$ cat src/rtl/bcd_counter_n.sv
// bcd_counter_n: multi-digit BCD up/down counter.
// Supports synchronous clear, parallel load and single-step counting.
// Limit behaviour is selectable: wrap (WRAP=1) or saturate (WRAP=0).
// A one-cycle tick_out pulse marks every carry/borrow out of the top digit.
module bcd_counter_n #(
  parameter int DIGITS = 4,
  parameter bit WRAP   = 1'b1
) (
  input  logic                  sys_clk,
  input  logic                  sys_reset_n,
  input  logic                  tick_in,
  input  logic                  up,
  input  logic                  clear,
  input  logic                  load,
  input  logic [4*DIGITS-1:0]   load_value,
  output logic [4*DIGITS-1:0]   count,
  output logic                  tick_out,
  output logic                  is_zero
);

  localparam int W = 4 * DIGITS;

  // A load nibble above 9 is not a legal BCD digit; pin it to 9.
  function automatic logic [3:0] clamp_digit(input logic [3:0] d);
    return (d > 4'd9) ? 4'd9 : d;
  endfunction

  // Apply the digit clamp to every nibble of a packed BCD word.
  function automatic logic [W-1:0] clamp_word(input logic [W-1:0] v);
    logic [W-1:0] r;
    r = '0;
    for (int i = 0; i < DIGITS; i++) begin
      r[4*i +: 4] = clamp_digit(v[4*i +: 4]);
    end
    return r;
  endfunction

  logic [W-1:0] step_val;
  logic         limit;
  logic [W-1:0] count_nxt;
  logic         tick_nxt;
  logic [3:0]   dig;
  logic         carry;

  // Ripple a +1/-1 decimal step through all digits; carry out marks the limit.
  always_comb begin
    step_val = count;
    carry    = 1'b1;
    dig      = '0;
    for (int i = 0; i < DIGITS; i++) begin
      dig = count[4*i +: 4];
      if (carry) begin
        if (up) begin
          if (dig == 4'd9) begin
            dig = 4'd0;
          end else begin
            dig   = dig + 4'd1;
            carry = 1'b0;
          end
        end else begin
          if (dig == 4'd0) begin
            dig = 4'd9;
          end else begin
            dig   = dig - 4'd1;
            carry = 1'b0;
          end
        end
      end
      step_val[4*i +: 4] = dig;
    end
    limit = carry;
  end

  // Select next count by priority clear > load > tick; saturate when WRAP=0.
  always_comb begin
    count_nxt = count;
    tick_nxt  = 1'b0;
    if (clear) begin
      count_nxt = '0;
    end else if (load) begin
      count_nxt = clamp_word(load_value);
    end else if (tick_in) begin
      tick_nxt = limit;
      if (!limit || WRAP) begin
        count_nxt = step_val;
      end
    end
  end

  // State register with asynchronous active-low reset.
  always_ff @(posedge sys_clk or negedge sys_reset_n) begin
    if (!sys_reset_n) begin
      count    <= '0;
      tick_out <= 1'b0;
    end else begin
      count    <= count_nxt;
      tick_out <= tick_nxt;
    end
  end

  assign is_zero = (count == '0);

endmodule

$ cat config.mk
export PLATFORM = sky130hd
export DESIGN_NAME = bcd_counter_n
export DESIGN_NICKNAME = d
export VERILOG_FILES = /design/src/rtl/bcd_counter_n.sv
export SDC_FILE = /design/constraint.sdc
export NUM_CORES = 1
export LEC_CHECK = 0
export CAP_MARGIN = 20
export CORE_AREA = 5 5 77 79
export CTS_CLUSTER_DIAMETER = 150
export DETAILED_ROUTE_END_ITERATION = 10
export DIE_AREA = 0 0 82 84
export SLEW_MARGIN = 40
export SYNTH_ARGS = -nofsm -noshare
export SYNTH_HDL_FRONTEND = slang
export SYNTH_SLANG_ARGS = --single-unit
$ cat constraint.sdc
create_clock -name sys_clk -period 1.9 [get_ports sys_clk]
set_input_delay 0.285 -clock sys_clk [delete_from_list [all_inputs] [get_ports sys_clk]]
set_output_delay 0.285 -clock sys_clk [all_outputs]
set_load 0.005 [all_outputs]
==> results.toml, run 1 <==
[clocking]
clk_latency_ns = 0.26
clk_path_buf_depth = 2
path_clk_slew_ns = 0.07
root_buffer = "clkbuf_8"
clock_sinks = 17
htreeDepth = 1
cts_tree = "done"
cts_inserted_buffers = 3

[sta]
timing.fmax_mhz = 543
setup_viol = 0
worst_slew_pin_slew_ns = 0.322
maxSlewHeadroom = 0.783
skew_ns = 0.00748
min_period_ns = 1.84
layout_setup_ws_ns = 0.0568
hold_viol_final = 0
period_share = 0.970
rsz0062_at_grt = "true"
drv_slew = 0
finalSetupTns_ns = 0

[job]
maxCapViolCount = 0

[route]
routed_wl_mm = 4.67
met1_length_mm = 2.31
wl_per_cell_um = 13.3
dr_wl_met2_mm = 2.09
wl_met3_um = 225
highest_layer = "met4"
num_vias = 1756
drt_iter0_markers = 91
vias_per_cell = 5.02
ant_nets = 0
drc_errors = 0
dr.pass1.iters = 4

[global_route]
grt_util_all_layers = 0.141
antenna_found_initial = 0
grt_pass1_vias = 1648
grt.overflow.total = 0
grt_max_degree = 19
grt_pass1_wl_mm = 7.72

[synthesis]
yosys_warnings = 0
ys_seq_area_frac = 0.273
yosys-top-cells-area = "dfrtp_1, o21ai_0, nand2_1"
syn_avg_cell_area_um2 = 7.21
synth_nets = 238
yosysTopAreaCell = "dfrtp_1"
ys_types = 50
synth_cells = 216
synth_top_area_share = 0.273
synth_area_um2 = 1560
synth_edf_count = 0
async_reset_ff_frac = 1.00
synthFlopType = "dfrtp_1"
ys_ff_latch = 17

[hold_path]
hp-class = "in2async"

[worst_setup_path]
cp.required_ns = 1.62
critPathMaxFanout = 2
path_cells = "or4_4 -> nor3_4 -> clkbuf_2"
cp-end-kind = "output pin"
cp_num_cells = 3
crit_path_start_kind = "flop"
worstPathArrival_ns = 1.56
path_delay_family = "simple AND/OR/NAND/NOR gates"
cp_slowest_cell = "or4_4"
worstSetupPathType = "reg2out"
r2r_cells = 6
crit_buf_inv = 1
slowest_delay_ns = 0.56

[power_and_ir_drop]
powerDensity_nw_per_um2 = 493
p_leak_nw = 0.947
ir_drop_uv = 404

[floorplanning]
fp.dieW_um = 82
die_area_um2 = 6890
ios = 40
start_util = 0.296
die_height_um = 84
row_count = 27
core-area_um2 = 5270

[finish]
register_area_um2 = 425
nFillCells = 562
drive_above_1_share = 0.209
nNetsFinal = 301
post-route-cell-area_um2 = 2360
syn_to_final_growth_pct = 51.2
multiInputGateArea_um2 = 1060
diodes = 0

[placed_design]
io_buffers = 39
dp_hpwl_mm = 3.50
dp_slack_ns = -0.366
place_congestion = 0.810
placed_area_um2 = 2230

[run_status]
status = "complete, no violations"
## timing repair
item                                    CTS  global route
endpoints found under the setup margin    8             9
gates resized for setup                   7            11
hold buffers                              0             0
pin swaps                                 3             9
buffers inserted                          2             2
## layout make-up
class,instances,share of cell area
Clock buffer,4,0.0191
Multi-Input combinational cell,169,0.449
Tap cell,72,0.0382
Inverter,9,0.0143
Timing Repair Buffer,79,0.299
Sequential cell,17,0.181
## cells in the final DEF (no fill, tap or decap), types with 2 or more instances in the layout
| master | instances |
|---|---|
| inv_1 | 9 |
| nand3_1 | 7 |
| o21a_1 | 3 |
| or3_1 | 3 |
| a21oi_1 | 13 |
| o21ai_0 | 16 |
| nor3_2 | 3 |
| a21boi_0 | 2 |
| xnor2_1 | 6 |
| o211ai_1 | 2 |
| or2_2 | 2 |
| a21o_1 | 3 |
| a31oi_1 | 3 |
| nor3_1 | 7 |
| clkbuf_8 | 3 |
| a221oi_1 | 2 |
| nand2_1 | 21 |
| and3_1 | 4 |
| clkdlybuf4s50_1 | 37 |
| nor2_1 | 20 |
| a22oi_1 | 2 |
| buf_4 | 37 |
| o21ai_1 | 3 |
| mux2i_1 | 3 |
| xor2_1 | 4 |
| o22ai_1 | 4 |
| nor2b_1 | 6 |
| buf_6 | 2 |
| dfrtp_1 | 17 |
| nand2b_1 | 4 |
## worst register-to-register path, stage by stage, from the launching register on
cell and delay (ns):
dfrtp_1 0.37, or3_1 0.35, a211o_1 0.35, buf_6 0.15, nor4_4 0.21, mux2i_1 0.21
a21oi_1 0.08
## metrics by stage
stage	cells	util	hold slack, ns	power [mW]
after floorplan	216	-	-0.0106	0.643
after global placement	342	0.424	0.554	0.855
after detailed placement	342	0.424	0.559	0.856
after CTS	348	0.439	0.365	1.15
after global routing	350	0.447	0.388	1.23
final	350	0.447	0.358	1.16
## where the power goes
part,internal (mW),switching (mW)
clock network,0.149,0.133
registers,0.384,0.0173
logic,0.249,0.227
## routing by layer
metal	up-vias	global-route usage
li1	896	-
met1	819	0.203
met2	37	0.211
met3	4	0.0378
met4	0	0.0272
met5	-	0
## cells by family (layout without fill, tap and decap cells)
| kind of cell | after synthesis | in the layout | synth area share |
|---|---|---|---|
| and+or+nand+nor | 88 | 88 | 0.287 |
| AOI/OAI and AO/OA | 67 | 67 | 0.275 |
| buffers and inverters | 30 | 92 | 0.0827 |
| DFF | 17 | 17 | 0.273 |
| xor gates and xnor gates | 10 | 10 | 0.0562 |
| muxes | 4 | 4 | 0.0265 |
## sequential cells by signal, indices dropped and copies added, names as in the netlist
register  flops
tick_out      1
count        16
## Yosys cell counts (6+ instances only)
cell type	count
nand2_1	21
nor2_1	20
o21ai_0	20
dfrtp_1	17
clkbuf_1	15
a21oi_1	13
nor3_1	11
inv_1	9
nand3_1	7
nor2b_1	6
xnor2_1	6
## worst paths after layout
check | start | end | slack (ns)
max | count[5] | is_zero | 0.06
min | sys_reset_n | count[9] | 0.36
max reg2reg | count[3] | count[13] | 0.08
min reg2reg | count[13] | tick_out | 0.57
max in group asynchronous | sys_reset_n | count[3] | 1.33
min in group sys_clk | count[13] | tick_out | 0.57
(Power assumes the default switching activity.)
==> run 2: changes to the inputs <==
CAP_MARGIN = 10   (was 20)
clock period = 2 ns   (was 1.9 ns; I/O delays follow)
==> results.toml, run 2 (synthesis results as in run 1) <==
[run_status]
status = "complete, no violations"

[route]
drc_errors = 0
num_vias = 1752
vias_per_cell = 5.02
routed_wl_mm = 4.48
dr.pass1.iters = 4
wl_per_cell_um = 12.8
ant_nets = 0
drt_iter0_markers = 115

[sta]
skew_ns = 0.00129
timing.fmax_mhz = 525
hold_viol_final = 0
worst_slew_pin_slew_ns = 0.314
layout_setup_ws_ns = 0.0950
maxSlewHeadroom = 0.788
period_share = 0.953
min_period_ns = 1.91
setup_viol = 0
fin_hold_ws_ns = 0.378
drv_slew = 0

[global_route]
antenna_found_initial = 0
grt_pass1_vias = 1659
grt.overflow.total = 0
grt_max_degree = 18
grt_util_all_layers = 0.135
grt_pass1_wl_mm = 7.56

[placed_design]
dp_slack_ns = -0.327
dp_hpwl_mm = 3.44
io_buffers = 39
place_inst = 343
place_congestion = 0.776

[floorplanning]
start_util = 0.296
ios = 40
row_count = 27
fp.dieW_um = 82
die_area_um2 = 6890
die_height_um = 84
core-area_um2 = 5270

[finish]
mostFrequentLayoutCells = "buf_4, clkdlybuf4s50_1, nand2_1"
syn_to_final_growth_pct = 47.8
drive_above_1_share = 0.191
diodes = 0
layout_commonest_cell = "buf_4"
nFillCells = 553
largest_register = "count"
reg_top3 = "count: 16 flops, tick_out: 1 flops"
largest_reg_flops = 16
multiInputGateArea_um2 = 1030
instances_no_fill = 349
nNetsFinal = 300
register_area_um2 = 425
finish.utilization = 0.437

[worst_setup_path]
crit_buf_inv = 1
crit_path_start_kind = "flop"
worstPathArrival_ns = 2.05
cp_num_cells = 6
cp-end-kind = "flop"
r2r_cells = 6
worstSetupPathType = "reg2reg"
critPathMaxFanout = 4
cp_slowest_cell = "dfrtp_1"
path_cells = "or3_1 -> a211o_1 -> buf_4 -> nor4_4 -> mux2i_1 -> a21oi_1"
r2r_start = "count[0]"
slowest_delay_ns = 0.41
path_delay_family = "simple AND/OR/NAND/NOR gates"
r2r-end = "count[13]"
cp.required_ns = 2.14
r2r_slack_ns = 0.09

[power_and_ir_drop]
sequentialPowerShare = 0.351
powerDensity_nw_per_um2 = 471
p_total_mw = 1.08
p_sw_mw = 0.351
clockPowerShare = 0.251
intPower_mw = 0.732
power_frac_comb = 0.398
ir_drop_uv = 294
p_leak_nw = 0.927
netSwitchingFraction = 0.324

[clocking]
clock_sinks = 17
htreeDepth = 1
path_clk_slew_ns = 0.07
clk_latency_ns = 0.26
cts_hold_repair.buffers = 0
root_buffer = "clkbuf_8"
cts_inserted_buffers = 3
cts_tree = "done"
clk_path_buf_depth = 2

[hold_path]
hp-class = "in2async"

[job]
maxCapViolCount = 0
-- run 2: power by group through the flow --
stage / registers (mW) / logic (mW) / clock network, mW
after floorplan: 0.394 / 0.212 / 0
after global placement: 0.387 / 0.419 / 0
after detailed placement: 0.387 / 0.421 / 0
after CTS: 0.380 / 0.429 / 0.273
after global routing: 0.383 / 0.477 / 0.293
final: 0.381 / 0.432 / 0.272
-- run 2: how the worst max path moves through the flow --
stage             start   endpoint  slack, ns
2_1_floorplan  count[0]  count[13]       0.01
3_3_place_gp         up  count[15]      -0.29
3_5_place_dp         up  count[13]      -0.33
4_1_cts        count[5]    is_zero      0.007
5_1_grt        count[0]  count[13]     -0.006
6_report       count[0]  count[13]       0.09
-- run 2: worst register-to-register path, cell delays in order, from the launching register on --
cell and delay [ns]:
dfrtp_1 0.41, or3_1 0.36, a211o_1 0.32, buf_4 0.16
nor4_4 0.27, mux2i_1 0.21, a21oi_1 0.08
-- run 2: layout make-up --
| cell class | instances | share of cell area |
|---|---|---|
| inverters | 9 | 0.0147 |
| repair buffers | 78 | 0.294 |
| multi-input cells | 169 | 0.448 |
| clock buffers | 4 | 0.0196 |
| well taps | 72 | 0.0391 |
| flip-flops and latches | 17 | 0.185 |
-- run 2: stage by stage --
stage                     setup TNS (ns)  area [um2]
final                                  0        2300
after global routing            -0.00577        2300
after CTS                              0        2280
after detailed placement           -3.16        2220
after global placement             -2.83        2220
after floorplan                        0        1560
-- run 2: repair_timing --
| action | CTS | global route |
|---|---|---|
| endpoints found under the setup margin | 7 | 7 |
| buffers inserted | 1 | 1 |
| resized for setup | 4 | 6 |
| pin swaps | 2 | 1 |
-- run 2: routing by layer --
metal	up-vias	wire length, um	global-route usage
li1	895	-	-
met1	803	2080	0.178
met2	48	2090	0.218
met3	6	276	0.0410
met4	0	37	0.0242
met5	-	0	0
